<file path="config.mk">
export PLATFORM = sky130hd
export DESIGN_NAME = ddr3_ca_dly_ctrl
export DESIGN_NICKNAME = d
export VERILOG_FILES = /design/src/rtl/ddr3_phy_pkg.sv /design/src/rtl/ddr3_ca_dly_ctrl.sv
export SDC_FILE = /design/constraint.sdc
export NUM_CORES = 1
export LEC_CHECK = 0
export BUFFER_PORTS_ARGS = -buffer_cell sky130_fd_sc_hd__buf_2
export CORE_AREA = 2 2 76 78
export DETAILED_ROUTE_END_ITERATION = 10
export DIE_AREA = 0 0 78 80
export GPL_ROUTABILITY_DRIVEN = 1
export PLACE_DENSITY_LB_ADDON = 0.1
export SYNTH_ARGS = -nofsm -noshare
export SYNTH_HDL_FRONTEND = slang
export SYNTH_SLANG_ARGS = --single-unit
</file>
<file path="constraint.sdc">
create_clock -name FAB_CLK -period 4.9 [get_ports FAB_CLK]
set_clock_uncertainty 0.15 [all_clocks]
set_input_delay 0.245 -clock FAB_CLK [delete_from_list [all_inputs] [get_ports FAB_CLK]]
set_output_delay 0.245 -clock FAB_CLK [all_outputs]
set_load 0.05 [all_outputs]
</file>
<file path="src/rtl/ddr3_phy_pkg.sv">
// Shared types and constants for the DDR3 PHY command/address delay control.
// Holds the tap controller state set and delay-line encoding constants.
package ddr3_phy_pkg;

  localparam int   DLY_TAP_W   = 8;
  localparam logic DLY_DIR_INC = 1'b1;

  typedef enum logic [2:0] {
    INIT,
    IDLE,
    LOAD,
    SETDIR,
    MOVE,
    SETTLE,
    FIN,
    FAIL
  } ca_dly_state_t;

endpackage

</file>
<file path="src/rtl/ddr3_ca_dly_ctrl.sv">
// Per-lane CA delay-line tap controller: walks an IOD delay line to an
// absolute tap one step at a time, with a settle gap after every pulse.
module ddr3_ca_dly_ctrl
  import ddr3_phy_pkg::*;
#(
  parameter int TAP_W      = DLY_TAP_W,
  parameter int MAX_TAP    = 255,
  parameter int LOAD_TAP   = 1,
  parameter int SETTLE_CYC = 4
) (
  input  logic             FAB_CLK,
  input  logic             ARST_N,
  input  logic             REQ_VALID,
  output logic             REQ_READY,
  input  logic             REQ_LOAD,
  input  logic [TAP_W-1:0] REQ_TAP,
  output logic             DONE,
  output logic             ERR,
  output logic [TAP_W-1:0] CUR_TAP,
  output logic             DELAY_LINE_LOAD,
  output logic             DELAY_LINE_MOVE,
  output logic             DELAY_LINE_DIRECTION,
  input  logic             DELAY_LINE_OUT_OF_RANGE
);

  localparam int CNT_W =
    (SETTLE_CYC > 1) ? $clog2(SETTLE_CYC) : 1;
  localparam logic [TAP_W-1:0] MAX_T  = TAP_W'(MAX_TAP);
  localparam logic [TAP_W-1:0] LOAD_T = TAP_W'(LOAD_TAP);
  localparam logic [CNT_W-1:0] CNT_INIT =
    CNT_W'(SETTLE_CYC - 1);

  ca_dly_state_t    state_q, state_d;
  logic [TAP_W-1:0] cur_q, cur_d;
  logic [TAP_W-1:0] prev_q, prev_d;
  logic [TAP_W-1:0] tgt_q, tgt_d;
  logic [CNT_W-1:0] cnt_q, cnt_d;
  logic             dir_q, dir_d;
  logic             err_q, err_d;
  logic             op_load_q, op_load_d;
  logic             init_q, init_d;
  logic             ready_q, ready_d;
  logic             done_q, done_d;
  logic             load_q, load_d;
  logic             move_q, move_d;
  logic             oor_q;

  logic [TAP_W-1:0] req_clamp;
  logic             accept;
  logic             step_inc;

  assign req_clamp = (REQ_TAP > MAX_T) ? MAX_T : REQ_TAP;
  assign accept    = REQ_VALID & ready_q;

  always_comb begin
    state_d   = state_q;
    cur_d     = cur_q;
    prev_d    = prev_q;
    tgt_d     = tgt_q;
    cnt_d     = cnt_q;
    dir_d     = dir_q;
    err_d     = err_q;
    op_load_d = op_load_q;
    init_d    = init_q;
    step_inc  = 1'b0;

    unique case (state_q)
      INIT: begin
        init_d  = 1'b1;
        state_d = LOAD;
      end
      IDLE: begin
        if (accept) begin
          tgt_d  = req_clamp;
          err_d  = 1'b0;
          init_d = 1'b0;
          if (REQ_LOAD)
            state_d = LOAD;
          else if (req_clamp == cur_q)
            state_d = FIN;
          else
            state_d = SETDIR;
        end
      end
      LOAD: begin
        cnt_d   = CNT_INIT;
        state_d = SETTLE;
      end
      SETDIR: begin
        state_d = MOVE;
      end
      MOVE: begin
        cnt_d   = CNT_INIT;
        state_d = SETTLE;
      end
      SETTLE: begin
        if (cnt_q != '0) begin
          cnt_d = cnt_q - CNT_W'(1);
        end else if (!op_load_q && oor_q) begin
          cur_d   = prev_q;
          state_d = FAIL;
        end else if (op_load_q || cur_q == tgt_q) begin
          state_d = FIN;
        end else begin
          state_d = SETDIR;
        end
      end
      FIN: begin
        state_d = IDLE;
      end
      FAIL: begin
        state_d = IDLE;
      end
    endcase

    // Entry actions keyed on the next state so outputs can be registered.
    if (state_d == LOAD) begin
      cur_d     = LOAD_T;
      op_load_d = 1'b1;
    end

    if (state_d == SETDIR) begin
      op_load_d = 1'b0;
      step_inc  = (tgt_d > cur_d);
      dir_d     = step_inc ? DLY_DIR_INC : ~DLY_DIR_INC;
      // A step off either end of the line is never issued.
      if ((step_inc && cur_d == MAX_T) ||
          (!step_inc && cur_d == '0))
        state_d = FAIL;
    end

    if (state_d == MOVE) begin
      prev_d = cur_q;
      cur_d  = (dir_q == DLY_DIR_INC) ?
               cur_q + TAP_W'(1) : cur_q - TAP_W'(1);
    end

    if (state_d == FAIL)
      err_d = 1'b1;

    ready_d = (state_d == IDLE);
    load_d  = (state_d == LOAD);
    move_d  = (state_d == MOVE);
    done_d  = (state_d == FAIL) ||
              (state_d == FIN && !init_d);
  end

  always_ff @(posedge FAB_CLK or negedge ARST_N) begin
    if (!ARST_N) begin
      state_q <= INIT;
    end else begin
      state_q <= state_d;
    end
  end

  always_ff @(posedge FAB_CLK or negedge ARST_N) begin
    if (!ARST_N) begin
      cur_q     <= LOAD_T;
      prev_q    <= LOAD_T;
      tgt_q     <= LOAD_T;
      cnt_q     <= '0;
      dir_q     <= 1'b0;
      err_q     <= 1'b0;
      op_load_q <= 1'b0;
      init_q    <= 1'b1;
      ready_q   <= 1'b0;
      done_q    <= 1'b0;
      load_q    <= 1'b0;
      move_q    <= 1'b0;
      oor_q     <= 1'b0;
    end else begin
      cur_q     <= cur_d;
      prev_q    <= prev_d;
      tgt_q     <= tgt_d;
      cnt_q     <= cnt_d;
      dir_q     <= dir_d;
      err_q     <= err_d;
      op_load_q <= op_load_d;
      init_q    <= init_d;
      ready_q   <= ready_d;
      done_q    <= done_d;
      load_q    <= load_d;
      move_q    <= move_d;
      oor_q     <= DELAY_LINE_OUT_OF_RANGE;
    end
  end

  assign REQ_READY            = ready_q;
  assign DONE                 = done_q;
  assign ERR                  = err_q;
  assign CUR_TAP              = cur_q;
  assign DELAY_LINE_LOAD      = load_q;
  assign DELAY_LINE_MOVE      = move_q;
  assign DELAY_LINE_DIRECTION = dir_q;

endmodule

</file>
==> flow_summary.yaml, run 1 <==
final_layout:
  finish.net_count: 318
  n_fill_cell: 507
  drive_above_1_share: 0.234
  register_area_um2: 956
  area_growth_pct: 7.98
  diodes: 0
  multi_input_area_um2: 1500
yosys:
  netlist.area_leader.share: 0.321
  synth.cell_area_um2: 2650
  synth-seq-cells: 38
  yosys-top-cells-count: "nand2_1, dfrtp_1, xor2_1"
  synthArstFlopShare: 1.00
  yosys.area.top_type: "dfrtp_1"
  synthFlopType: "dfrtp_1"
  netlist_instances: 267
  ys_types: 54
  yosysSeqAreaShare: 0.361
  yosysMostFrequentCell: "nand2_1"
  syn_avg_cell_area_um2: 9.92
  syn_nets: 296
  synth_edf_count: 0
  ys_warn_count: 0
  ys_top_cells_by_area: "dfrtp_1, ha_1, xor2_1"
placed_design:
  place_hpwl_um: 4450
  io_buffers: 26
  gp_congestion: 0.910
  dpl_worst_slack_ns: 1.13
worst_setup_path:
  max_stage_delay_ns: 0.69
  cp.arrival_ns: 3.88
  cp_cell_sequence: "xor2_2 -> nor4_2 -> a2111oi_1 -> o211a_1 -> and3_1 -> or2_2 -> ha_1 -> and4_1 -> nand2_1 -> a21o_1 -> a211oi_1 -> nor3_1 -> o22ai_1"
  path_buf_inv: 0
  path_delay_family: "simple AND/OR/NAND/NOR gates"
  worstPathMaxFanout: 11
  critPathSlowestCell: "dfstp_2"
  critPathRequiredTime_ns: 4.97
  critPathLaunchType: "flop"
  cp-end-kind: "flop"
  criticalPathCategory: "reg2reg"
global_routing:
  grt_usage: 0.210
  antenna_found_initial: 0
  grt_pass1_vias: 1985
  grt_start_max_net_pins: 39
  grt_pass1_wl_um: 10100
  overflow: 0
floorplanning:
  io_pins: 27
  initial_core_util: 0.490
  rows: 27
  core-area_um2: 5410
  fp.dieH_um: 80
  die_x_um: 78
  dieArea_um2: 6240
cts:
  clk_pin_slew_worst_paths_ns: 0.08
  cts_max_path_buffers: 2
  post_cts_resized: 0
  cts_root_buf: "clkbuf_8"
  cts_buffers: 5
  cts.sinks: 38
  cts_tree: "built"
  h-tree-depth: 2
  clk-insertion-delay-late_ns: 0.29
pwr:
  cellPowerDensity_nw_per_um2: 784
  total_power_w: 0.00224
  peakVddDrop_mv: 0.332
  leakagePower_nw: 1.28
timing:
  rsz0062_at_grt: "false"
  setup_viol: 0
  min_period_ns: 3.82
  finalHoldViolCount: 0
  clock.fmax_mhz: 262
  worst_slew_pin_slew_ns: 0.871
  setup_ws_ns: 1.08
  slew_viol_final: 0
  min_period_over_period: 0.779
  final.setup.tns_ns: 0
  slew_headroom: 0.416
route:
  vias: 1983
  first_pass_iters: 4
  drt_iter0_markers: 92
  drc: 0
  wl_um: 5850
  viasPerCell: 5.48
  wl_per_cell_um: 16.2
  ant_nets: 0
run_status:
  status: "completed"
run:
  cap_violations: 0
hold_path:
  hp-class: "in2reg"
## cells in the final DEF, fill, tap and decap left out, drive strengths merged, types with 2 or more instances in the layout
master / synthesis / routed
nand2: 40 / 40
dfrtp: 34 / 34
buf: 13 / 28
xor2: 21 / 21
ha: 15 / 15
o21ai: 12 / 12
a21oi: 11 / 11
inv: 9 / 9
mux2i: 9 / 9
mux2: 8 / 8
or2: 8 / 8
nor2: 7 / 7
nor4: 7 / 7
a211oi: 6 / 6
o31ai: 6 / 6
nand4: 5 / 5
o22ai: 5 / 5
clkbuf: 2 / 5
nor3: 5 / 5
dfstp: 4 / 4
nand2b: 4 / 4
a21o: 4 / 4
and2b: 3 / 3
nand3: 3 / 3
nor2b: 3 / 3
o211ai: 3 / 3
clkinv: 1 / 3
and3: 2 / 2
and4: 2 / 2
and2: 2 / 2
xnor2: 2 / 2
dlygate4sd3: 0 / 2
## cell families after synthesis
logic type | share of synthesized area
buffers and inverters | 0.0718
muxes | 0.0680
xor gates and xnor gates | 0.0817
AOI/OAI and AO/OA | 0.139
adders and majority gates | 0.0784
and+or+nand+nor | 0.200
DFF | 0.361
## registers in the layout (all words and copies together) (netlist names), 2 cells and up
register / flops
tgt_q: 8
prev_q: 8
cnt_q: 2
CUR_TAP: 8
state_q: 3
## worst paths after layout
kind / start / to / slack, ns / cells past startpoint
setup / recovery: CUR_TAP[0] / DONE / 1.08 / 13
hold / removal: REQ_TAP[5] / tgt_q[5] / 0.09 / 2
setup reg to reg: CUR_TAP[0] / DONE / 1.08 / 13
hold reg to reg: cnt_q[0] / cnt_q[0] / 0.32 / 1
max in group asynchronous: ARST_N / CUR_TAP[3] / 3.64 / 2
min in group asynchronous: ARST_N / tgt_q[7] / 0.43 / 2
## per-layer routing
metal  vias up  GRT usage  wire length [um]
li1        988          -                 -
met1       960      0.302              2930
met2        30      0.327              2680
met3         5     0.0373               198
met4         0     0.0579                46
met5         -          0                 0
## power breakdown
group          switching, W  internal, W  total [W]  leakage (nW)
registers          0.000196     0.000464   0.000660         0.464
clock network      0.000115     0.000150   0.000264        0.0579
logic              0.000788     0.000529    0.00132         0.758
total               0.00110      0.00114    0.00224          1.28
## per-stage QoR
step                      cell area (um^2)  hold slack, ns  std cells  utilization
after floorplan                       2650          -0.201        267            -
after global placement                2730           0.204        352        0.505
after detailed placement              2730           0.207        352        0.505
after CTS                             2860          0.0860        362        0.529
after global routing                  2860          0.0850        362        0.529
final                                 2860          0.0917        362        0.529
## what timing repair did
item                      CTS  global route
hold endpoints to repair   35             0
hold buffers                2             0
setup buffers               0             0
## final cells by class
class,count,share of cell area
Multi-Input combinational cell,204,0.525
Sequential cell,38,0.334
Timing Repair Buffer,30,0.0577
Tap cell,72,0.0315
Clock buffer,5,0.0241
Clock inverter,3,0.0140
Inverter,10,0.0131
No activity file was read; power rests on OpenSTA's default activity.
==> inputs of run 2 (changes only) <==
==> constraint.sdc (replaced) <==
create_clock -name FAB_CLK -period 3.8 [get_ports FAB_CLK]
set_clock_uncertainty 0.15 [all_clocks]
set_input_delay 0.19 -clock FAB_CLK [delete_from_list [all_inputs] [get_ports FAB_CLK]]
set_output_delay 0.19 -clock FAB_CLK [all_outputs]
set_load 0.05 [all_outputs]
==> run 2 against run 1 <==
Compared with the run above: sequential share of layout area shrank 1.2 points; fmax rose by 7.7%; clock power hardly changed; via count rose by 5.2%; non-clock buffer count is 14 higher; largest power group unchanged; hold slack lost 0.035 ns.
==> flow_summary.yaml, run 2 (synthesis results as in run 1) <==
route:
  viasPerCell: 5.55
  first_pass_iters: 4
  ant_nets: 0
  wl_um: 6020
  wl_per_cell_um: 16.0
  drc: 0
  vias: 2086
  drt_iter0_markers: 175
final_layout:
  diodes: 0
  final_common_cell: "nand2_1"
  finish.net_count: 332
  final_cell_mix: "nand2_1, dfrtp_1, buf_2"
  area_growth_pct: 12.0
  n_fill_cell: 524
  post-route-util: 0.549
  fin_cells: 376
  drive_above_1_share: 0.276
hold_path:
  min_to: "tgt_q[6]"
  hp-class: "in2reg"
  worst_hold_startpoint: "REQ_TAP[6]"
  hold_depth: 2
worst_setup_path:
  cp-end-kind: "flop"
  criticalPathCategory: "reg2reg"
  critPathLaunchType: "flop"
  worstPathMaxFanout: 12
  path_buf_inv: 0
  critPathRequiredTime_ns: 3.84
  r2r_cells: 13
  r2r_start: "CUR_TAP[0]"
  critPathSlowestCell: "dfstp_2"
  cp.arrival_ns: 3.59
  max_stage_delay_ns: 0.58
  r2r_end: "DONE"
  reg2reg_slack_ns: 0.25
  cp_cell_sequence: "xor2_2 -> nor4_4 -> a2111oi_2 -> o211a_1 -> and3_2 -> or2_2 -> ha_1 -> and4_1 -> nand2_1 -> a21o_1 -> a211oi_2 -> nor3_2 -> o22ai_1"
  path_delay_family: "simple AND/OR/NAND/NOR gates"
timing:
  slew_headroom: 0.439
  min_period_ns: 3.55
  worst_slew_pin_slew_ns: 0.841
  rsz0062_at_grt: "false"
  whs_ns: 0.0565
  clock.fmax_mhz: 282
  setup_ws_ns: 0.254
  min_period_over_period: 0.933
  finalHoldViolCount: 0
  slew_viol_final: 0
  setup_viol: 0
  final.setup.tns_ns: 0
global_routing:
  grt_pass1_vias: 2044
  overflow: 0
  grt_pass1_wl_um: 10000
  grt_usage: 0.207
  antenna_found_initial: 0
  grt_start_max_net_pins: 39
floorplanning:
  dieArea_um2: 6240
  core-area_um2: 5410
  fp.dieH_um: 80
  die_x_um: 78
  io_pins: 27
  rows: 27
  initial_core_util: 0.490
cts:
  cts_buffers: 5
  cts_root_buf: "clkbuf_8"
  cts_max_path_buffers: 2
  clk-insertion-delay-late_ns: 0.28
  cts_tree: "built"
  cts.sinks: 38
  h-tree-depth: 2
  clk_pin_slew_worst_paths_ns: 0.07
  cts_setup_buffers: 0
placed_design:
  gp_congestion: 0.871
  io_buffers: 26
  place_hpwl_um: 4650
  dpl_worst_slack_ns: 0.191
  placedCellCount: 366
run:
  cap_violations: 0
pwr:
  leakagePower_nw: 1.34
  cellPowerDensity_nw_per_um2: 999
  peakVddDrop_mv: 0.413
run_status:
  status: "completed"
run 2: changes by cell type in the layout (fill, tap and decap cells not counted):
| cell | before | now |
|---|---|---|
| nor3_1 | 4 | 3 |
| clkinv_2 | 2 | 0 |
| and3_1 | 2 | 1 |
| a211oi_2 | 0 | 2 |
| clkbuf_1 | 0 | 3 |
| a211oi_1 | 6 | 4 |
| a2111oi_2 | 0 | 1 |
| buf_4 | 2 | 16 |
| bufinv_16 | 1 | 0 |
| nor4_2 | 1 | 0 |
| nor3_2 | 1 | 2 |
| a2111oi_1 | 1 | 0 |
| nor4_4 | 1 | 2 |
| and3_2 | 0 | 1 |
run 2: stage by stage:
step           area, um^2  total power, W
4_1_cts              2940         0.00294
3_5_place_dp         2840         0.00265
3_3_place_gp         2840         0.00265
6_report             2970         0.00296
2_1_floorplan        2650         0.00224
5_1_grt              2970         0.00321
run 2: worst register-to-register path, stage by stage, from the launching register on:
cell and delay, ns:
dfstp_2 0.58, xor2_2 0.09, nor4_4 0.32, a2111oi_2 0.12
o211a_1 0.29, and3_2 0.29, or2_2 0.32, ha_1 0.29
and4_1 0.20, nand2_1 0.06, a21o_1 0.18, a211oi_2 0.28
nor3_2 0.09, o22ai_1 0.20
run 2: cell type report:
| type | instances | area, um^2 | area share |
|---|---|---|---|
| Sequential cell | 38 | 956 | 0.322 |
| Clock buffer | 8 | 80.1 | 0.0270 |
| Inverter | 10 | 37.5 | 0.0127 |
| Tap cell | 72 | 90.1 | 0.0304 |
| Timing Repair Buffer | 44 | 270 | 0.0911 |
| Multi-Input combinational cell | 204 | 1530 | 0.517 |
run 2: repair_timing:
item,in CTS,in global routing
endpoints found under the hold margin,35,0
setup endpoints to repair,0,3
gates resized for setup,0,6
hold buffers,2,0
run 2: worst max path at each step:
| stage | start | endpoint | cells past startpoint |
|---|---|---|---|
| finish | CUR_TAP[0] | DONE | 13 |
| detailed placement | CUR_TAP[0] | DONE | 13 |
| CTS | CUR_TAP[0] | DONE | 13 |
| global route | CUR_TAP[0] | DONE | 13 |
| floorplan | CUR_TAP[0] | DONE | 16 |
| global placement | CUR_TAP[0] | DONE | 13 |
run 2: report_power, final:
group | switching [W] | internal, W | leakage, nW
Clock | 0.000134 | 0.000130 | 0.0395
Combinational | 0.00115 | 0.000771 | 0.833
Sequential | 0.000185 | 0.000599 | 0.464
Total | 0.00146 | 0.00150 | 1.34
run 2: layer usage:
metal	part of all wire	up-vias	GRT usage
met2	0.44	60	0.314
met1	0.50	996	0.306
met5	0	-	0
li1	-	1022	-
met4	0.014	0	0.0632
met3	0.042	8	0.0283
==> inputs of run 3 (changes only) <==
--- a/config.mk
+++ b/config.mk
@@ -5,10 +5,11 @@
 export SDC_FILE = /design/constraint.sdc
 export NUM_CORES = 1
 export LEC_CHECK = 0
+export ABC_AREA = 1
 export BUFFER_PORTS_ARGS = -buffer_cell sky130_fd_sc_hd__buf_2
-export CORE_AREA = 2 2 76 78
+export CORE_AREA = 2 2 75 77
 export DETAILED_ROUTE_END_ITERATION = 10
-export DIE_AREA = 0 0 78 80
+export DIE_AREA = 0 0 77 79
 export GPL_ROUTABILITY_DRIVEN = 1
 export PLACE_DENSITY_LB_ADDON = 0.1
 export SYNTH_ARGS = -nofsm -noshare
==> run 3 against run 2 <==
Compared with the run above: global-route usage grew 0.53 points; register-to-register slack gained 0.14 ns; flip-flop and latch count is the same; final area shrank 3.5%; non-clock buffer count shrank 16; die area shrank 2.5%; synthesized area shrank 4.0%; critical path depth grew 11; highest routed layer unchanged.
==> flow_summary.yaml, run 3 <==
route:
  wl_um: 5880
  first_pass_iters: 4
  viasPerCell: 5.00
  drt_iter0_markers: 102
  wl_per_cell_um: 13.7
  ant_nets: 0
  drc: 0
  vias: 2149
worst_setup_path:
  critPathMostFrequentCell: "nand2_1"
  critPathRequiredTime_ns: 3.88
  cp-end-kind: "flop"
  criticalPathCategory: "reg2reg"
  worstPathMaxFanout: 6
  critPathSlowestCell: "dfstp_2"
  cp.arrival_ns: 3.49
  critPathLaunchType: "flop"
  max_stage_delay_ns: 0.65
  cp_cell_sequence: "nand2_1 -> nand2_1 -> nand2_1 -> nor2_1 -> nand2_1 -> nand2_1 -> nand2_1 -> a21oi_4 -> nand3_1 -> nand2_1 -> ha_1 -> inv_1 -> nor2_1 -> o21ai_0 -> nand2_1 -> nand2_1 -> o211ai_1 -> a21oi_2 -> nand3b_1 -> nor2_1 -> nand2_1 -> nand2_2 -> nand3_1 -> nand2_1"
yosys:
  yosys-top-cells-count: "nand2_1, inv_1, dfrtp_1"
  syn_nets: 356
  netlist_instances: 327
  synth.cell_area_um2: 2540
  synthFlopType: "dfrtp_1"
  synth_fa_ha_area_frac: 0.0817
  synth-xor-area-share: 0.0516
  yosys.area.top_type: "dfrtp_1"
  netlist.area_leader.share: 0.334
  yosysMostFrequentCell: "nand2_1"
  ys_warn_count: 0
  synth-seq-cells: 38
  ys_top_cells_by_area: "dfrtp_1, nand2_1, ha_1"
  syn_avg_cell_area_um2: 7.78
  synth_mux_area_frac: 0
  synth_edf_count: 0
  synth-compound-area-share: 0.130
  synthArstFlopShare: 1.00
  ys_types: 39
  yosysSeqAreaShare: 0.376
  synth-simple-area-share: 0.276
  synth_top_family_by_area: "simple AND/OR/NAND/NOR gates"
timing:
  min_period_ns: 3.41
  min_period_over_period: 0.897
  worst_slew_pin_slew_ns: 0.882
  finalHoldViolCount: 0
  final.setup.tns_ns: 0
  clock.fmax_mhz: 294
  rsz0062_at_grt: "false"
  setup_viol: 0
  slew_viol_final: 0
  slew_headroom: 0.412
placed_design:
  place_area_um2: 2730
  place_hpwl_um: 4580
  io_buffers: 26
  placedCellCount: 420
  gp_congestion: 0.885
cts:
  cts_setup_buffers: 0
  cts.sinks: 38
  h-tree-depth: 2
  clk_pin_slew_worst_paths_ns: 0.08
  cts_max_path_buffers: 2
  cts_root_buf: "clkbuf_8"
  cts_tree: "built"
  cts_buffers: 5
  clk-insertion-delay-late_ns: 0.29
global_routing:
  grt_pass1_wl_um: 9980
  overflow: 0
  grt_pass1_vias: 2064
  grt_start_max_net_pins: 39
  grt_usage: 0.212
  antenna_found_initial: 0
final_layout:
  final_common_cell: "nand2_1"
  drive_above_1_share: 0.215
  fin_cells: 430
  final_cell_mix: "nand2_1, inv_1, dfrtp_1"
  diodes: 0
  design_area_um2: 2860
  finish.net_count: 386
  area_growth_pct: 12.6
floorplanning:
  initial_core_util: 0.477
  io_pins: 27
  rows: 27
  core-area_um2: 5340
  fp.dieH_um: 79
  dieArea_um2: 6080
  die_x_um: 77
run:
  cap_violations: 0
hold_path:
  hp-class: "in2reg"
run_status:
  status: "completed"
## run 3: cell count changes in the layout (fill, tap and decap cells not counted), moves of 11 or more
cell     previous run  this run
nand2_1            40        93
inv_1               9        37
buf_4              16         0
xor2_1             19         3
nor2_1              7        20
o21ai_1             0        11
## run 3: final cells by class
cell class / instances / area (um^2)
clock buffers: 8 / 110
fillers: 567 / 2470
inverters: 49 / 185
multi-input cells: 235 / 1370
flip-flops and latches: 38 / 956
well taps: 72 / 90.1
repair buffers: 28 / 150
## run 3: worst paths after layout
| path | to | cells past startpoint | slack [ns] | startpoint |
|---|---|---|---|---|
| min in group asynchronous | cnt_q[0] | 2 | 0.41 | ARST_N |
| setup / recovery | state_q[2] | 24 | 0.39 | CUR_TAP[0] |
| hold / removal | tgt_q[6] | 3 | 0.02 | REQ_TAP[6] |
| max in group asynchronous | prev_q[2] | 2 | 2.53 | ARST_N |
| setup reg to reg | state_q[2] | 24 | 0.39 | CUR_TAP[0] |
| hold reg to reg | prev_q[1] | 2 | 0.33 | prev_q[1] |
## run 3: cells by family (layout without fill, tap and decap cells)
| family | after synthesis | count (layout) |
|---|---|---|
| AOI/OAI and AO/OA | 53 | 53 |
| xor gates and xnor gates | 15 | 15 |
| adders and majority gates | 16 | 16 |
| buffers and inverters | 54 | 85 |
| DFF | 38 | 38 |
| and+or+nand+nor | 151 | 151 |
## run 3: critical path: cells and delay by family (launching register included)
kind	cells	cell delay, ns
AOI/OAI and AO/OA	4	0.58
adders and majority gates	1	0.26
DFF	1	0.65
and+or+nand+nor	18	1.66
buffers and inverters	1	0.06
## run 3: per-stage QoR
| stage | util | setup slack [ns] | hold WS, ns |
|---|---|---|---|
| global route | 0.537 | 0.0677 | 0.0404 |
| global placement | 0.512 | 0.423 | 0.152 |
| finish | 0.537 | 0.393 | 0.0227 |
| detailed placement | 0.512 | 0.416 | 0.151 |
| floorplan | - | 0.684 | -0.256 |
| CTS | 0.537 | 0.402 | 0.0181 |
## run 3: routing by layer
layer	global-route usage	vias up	part of all wire
met5	0	-	0
met4	0.0500	0	0.0088
met3	0.0341	5	0.034
met2	0.364	37	0.49
met1	0.284	1001	0.47
li1	-	1106	-
## run 3: what timing repair did
action                    in CTS  in global routing
hold endpoints to repair      35                  0
resized for setup              0                  0
hold buffers                   2                  0
Power of run 3 is left out: the tool's default activity adds up to more than one toggle a clock period on the data nets, which glitch-free logic cannot reach.
